File: src/rtl/call_return_ctrl.sv
// rtl/call_return_ctrl.sv - CALL/RET to return-stack strobe control with PC redirect and sticky fault
module call_return_ctrl #(
  parameter int DW    = 16,
  parameter int DEPTH = 32,
  parameter int CW    = 6
) (
  input  logic          clk,
  input  logic          rst_n,
  input  logic          call,
  input  logic          ret,
  input  logic [DW-1:0] pc,
  input  logic [DW-1:0] call_target,
  input  logic          fault_clr,
  input  logic [DW-1:0] stk_dataout,
  output logic          stk_push,
  output logic          stk_pop,
  output logic [DW-1:0] stk_datain,
  output logic          pc_load,
  output logic [DW-1:0] pc_next,
  output logic          stall,
  output logic          fault,
  output logic [1:0]    fault_code,
  output logic [CW-1:0] depth
);

  typedef enum logic [1:0] {IDLE, CALL_RDR, RET_RDR, FAULT} state_t;

  localparam logic [CW-1:0] DEPTH_MAX = CW'(DEPTH);

  state_t        state, state_nxt;
  logic [CW-1:0] depth_nxt;
  logic          fault_nxt;
  logic [1:0]    code_nxt;
  logic [DW-1:0] pc_next_nxt;
  logic          do_push, do_pop;

  always_ff @(posedge clk or negedge rst_n) begin
    if (!rst_n) begin
      state      <= IDLE;
      depth      <= '0;
      fault      <= 1'b0;
      fault_code <= 2'd0;
      pc_next    <= '0;
    end else begin
      state      <= state_nxt;
      depth      <= depth_nxt;
      fault      <= fault_nxt;
      fault_code <= code_nxt;
      pc_next    <= pc_next_nxt;
    end
  end

  // Simultaneous call+ret is classified before any depth check.
  always_comb begin
    state_nxt   = state;
    depth_nxt   = depth;
    fault_nxt   = fault;
    code_nxt    = fault_code;
    pc_next_nxt = pc_next;
    do_push     = 1'b0;
    do_pop      = 1'b0;
    case (state)
      IDLE: begin
        if (call && ret) begin
          state_nxt = FAULT;
          fault_nxt = 1'b1;
          code_nxt  = 2'd3;
        end else if (call) begin
          if (depth == DEPTH_MAX) begin
            state_nxt = FAULT;
            fault_nxt = 1'b1;
            code_nxt  = 2'd1;
          end else begin
            do_push     = 1'b1;
            depth_nxt   = depth + CW'(1);
            pc_next_nxt = call_target;
            state_nxt   = CALL_RDR;
          end
        end else if (ret) begin
          if (depth == '0) begin
            state_nxt = FAULT;
            fault_nxt = 1'b1;
            code_nxt  = 2'd2;
          end else begin
            do_pop      = 1'b1;
            depth_nxt   = depth - CW'(1);
            pc_next_nxt = stk_dataout;
            state_nxt   = RET_RDR;
          end
        end
      end
      CALL_RDR, RET_RDR: state_nxt = IDLE;
      FAULT: begin
        if (fault_clr) begin
          state_nxt = IDLE;
          fault_nxt = 1'b0;
          code_nxt  = 2'd0;
        end
      end
      default: state_nxt = IDLE;
    endcase
  end

  // Strobes are masked while reset is held so the stack sees nothing during reset.
  assign stk_push   = do_push & rst_n;
  assign stk_pop    = do_pop & rst_n;
  assign stk_datain = stk_push ? pc + DW'(1) : '0;
  assign pc_load    = (state == CALL_RDR) || (state == RET_RDR);
  assign stall      = (state != IDLE);

endmodule
File: config.mk
export PLATFORM = sky130hd
export DESIGN_NAME = call_return_ctrl
export DESIGN_NICKNAME = d
export VERILOG_FILES = /design/src/rtl/call_return_ctrl.sv
export SDC_FILE = /design/constraint.sdc
export NUM_CORES = 1
export LEC_CHECK = 0
export CORE_MARGIN = 8
export CORE_UTILIZATION = 41
export CTS_BUF_LIST = sky130_fd_sc_hd__clkbuf_4
export DETAILED_ROUTE_END_ITERATION = 8
export PLACE_DENSITY = 0.83
export SLEW_MARGIN = 20
export SYNTH_ARGS = -nofsm -noshare
export SYNTH_HDL_FRONTEND = slang
export SYNTH_SLANG_ARGS = --single-unit
File: constraint.sdc
create_clock -name clk -period 3.33 [get_ports clk]
set_input_delay 0.999 -clock clk [delete_from_list [all_inputs] [get_ports clk]]
set_output_delay 0.999 -clock clk [all_outputs]
set_load 0.05 [all_outputs]
==> flow_summary.ini <==
[power_and_ir_drop]
share_of_power_burned_in_registers_pct = 23.4
p_per_area_mw_per_mm2 = 740
total_switching_power_mw = 1.44
irDropWorstVdd_v = 0.000578
switching_share_of_power_pct = 53.5
p_int_mw = 1.25
combPwrFrac_pct = 70.8
power_leakage_nw = 1.58
share_clk_of_total_power_pct = 5.9

[global_route]
grt_pass1_wl_um = 11500
global_route.usage.met1_pct = 20.8
initial_antenna_violation_count = 0
globalRouteOverflowTotal = 0
first_global_vias = 2279
met3_usage_pct = 3.81
maximum_number_of_pins_on_one_net_before_global_route_repair = 28
grt_util_met2_pct = 36.9
top_usage_layer = met2
gr-usage-all-layers_pct = 19.6

[sta]
timing.final.max_slew_violations = 0
worst_pin_slew_ps = 534
setup_tns_ps = -182
final.period_utilization_pct = 103
setup-violations-final = 2
fmax_mhz = 291
grt_setup_unrepaired = yes
fin_crit_ps = 3440
finalWorstSetupSlack_ps = -111
fin_skew_ps = 6.32
timing_hold_violations_final = 0
slew-limit-headroom_pct = 64.3
hold_ws_ps = 500

[route]
routed_wirelength_normalized_by_instance_count_um = 18.1
route.detailed.drc = 0
route.vias.total = 2167
drt-initial-drc-count = 86
via_per_inst = 5.43
detail_route.first_pass.iterations = 4
wl_um = 7240
detail-route-antenna-nets = 0

[synth]
postSynth.asyncResetShare_pct = 100
synth_sequential_area_ratio_pct = 36.0
mappedNetlistNets = 274
syn-cell-area_mm2 = 0.00188
synthesis.instances = 213
synth-edff-count = 0
synthesized_area_per_cell_um2 = 8.82
ys.warnings.count = 0
flop_and_latch_count_out_of_synthesis = 27
synth_top_flop_cell = dfrtp_1
synth_cell_types = 41

[floorplanning]
core_area_mm2 = 0.00438
io-pin-count = 98
fp.dieH_um = 83.7
initial_utilization_pct = 42.9
die-area_mm2 = 0.00701
placementRows = 24
die_width_um = 83.7

[finish]
drive_above_1_share_pct = 31.4
fin_util_pct = 82.9
mostFrequentLayoutCell = clkdlybuf4s50_1
finish.net_count = 409
areaGrowthSynthToFinish_pct = 93.5
design_area_mm2 = 0.00364
insertedDiodeCount = 0
most-common-layout-cells = 63 x clkdlybuf4s50_1, 36 x buf_4, 27 x dfrtp_1
filler_cell_count = 236

[setup_path]
crit_arrival_ps = 2440
cp_max_delay_cell = or4_4
setup.worst_path.class = primary input to primary output
critPathRequiredTime_ps = 2330
crit_fanout = 3
critical-path-max-stage-delay_ps = 540
worstPathCellList = buf_6 > nand4_1 > or4_4 > or3_4 > a21oi_4 > buf_12
timing.critical_path.to_type = primary output
crit_path_start_kind = primary input
worst_path_dominant_cell_family = simple AND/OR/NAND/NOR gates
crit_buf_inv = 2

[clock_network]
cts_made_buffers = 3
cts_root_buf = clkbuf_4
clkSlewWorstSetupHoldPaths_ps = 140
clock_sinks = 27
cts_buffer_depth = 2
clock_tree_from_tritoncts = yes
clock_insertion_delay_worst_skew_ps = 340
cts_max_level = 1

[placement]
place_area_mm2 = 0.00340
gp_routability_congestion = 0.833
dpl_worst_slack_ps = -512
port_buffer_count = 97
hpwlAfterDp_um = 5130

[run_status]
violations = setup timing
run_status = finished, violations left

[hold_path]
holdCritPathClass = register to register

[run]
drv_cap = 0
[cells in the mapped netlist (4+ instances only)]
library cell	instances	area (um^2)
inv_1	16	60.1
nor4_1	4	25.0
ha_1	7	87.6
o22ai_1	4	25.0
a21oi_1	4	20.0
nor2_1	18	67.6
nor3_1	4	20.0
nor3b_1	4	30.0
nand4_1	4	25.0
xor2_1	6	52.6
nand2_1	25	93.8
mux2i_1	16	160
xnor2_1	12	105
o21ai_0	21	105
nand3_1	5	25.0
dfrtp_1	27	676
[power groups by stage]
| stage | sequential [mW] | combinational [mW] | clock (mW) |
|---|---|---|---|
| floorplan | 1.12 | 0.696 | 0 |
| global placement | 0.616 | 1.80 | 0 |
| detailed placement | 0.629 | 1.84 | 0 |
| CTS | 0.623 | 1.88 | 0.159 |
| global route | 0.653 | 2.02 | 0.172 |
| finish | 0.629 | 1.90 | 0.158 |
[timing repair]
| action | in CTS | in global routing |
|---|---|---|
| resized for setup | 68 | 15 |
| cloned | 2 | 0 |
| pin swaps | 10 | 7 |
| buffers inserted | 5 | 2 |
| hold buffers | 0 | 0 |
| setup endpoints to repair | 18 | 17 |
[per-layer routing]
| layer | up-vias | wire length (um) |
|---|---|---|
| met5 | - | 0 |
| met4 | 0 | 323 |
| met3 | 24 | 315 |
| met2 | 86 | 3930 |
| met1 | 1035 | 2670 |
| li1 | 1022 | - |
[worst register-to-register path: stages (launching register included)]
cell and delay (ps):
dfrtp_1 420, inv_1 110, ha_1 470, inv_1 160
o32a_1 480, a41oi_1 300, o22ai_1 120
[path summary, 6_finish.rpt]
path,from,endpoint,slack [ps],cells after the start
worst max-delay path,pc[8],stk_datain[15],-110,6
worst min-delay path,pc_next[15],pc_next[15],500,2
worst max register to register,state[0],fault_code[0],1180,6
worst min register to register,pc_next[15],pc_next[15],500,2
max in group asynchronous,rst_n,pc_next[3],1800,3
min in group asynchronous,rst_n,state[1],1270,3
[layout make-up]
class	instances	area (um^2)	share of cell area, %
multi-input cells	161	1290	35.4
inverters	16	63.8	1.75
clock buffers	4	30.0	0.826
repair buffers	139	1510	41.6
well taps	52	65.1	1.79
flip-flops and latches	27	676	18.6
[stage by stage]
stage / instances / power, mW
floorplan: 213 / 1.82
global placement: 387 / 2.41
detailed placement: 387 / 2.47
CTS: 397 / 2.67
global route: 399 / 2.85
finish: 399 / 2.69
[cells by family (layout without fill, tap and decap cells)]
kind of cell / after synthesis / count (layout) / synth area share [%]
AND/OR/NAND/NOR: 75 / 75 / 19.5
AO/OA/AOI/OAI: 44 / 44 / 15.3
flip-flops: 27 / 27 / 36.0
buffers and inverters: 25 / 159 / 6.59
XOR/XNOR: 18 / 18 / 8.39
multiplexers: 16 / 16 / 8.52
adder cells (fa/ha/maj): 8 / 8 / 5.73
[registers in the layout, summed over array words and instances (netlist names)]
register and count:
fault_code 2, pc_next 16, state 2, fault 1, depth 6
Power figures use the tool's default switching activity.
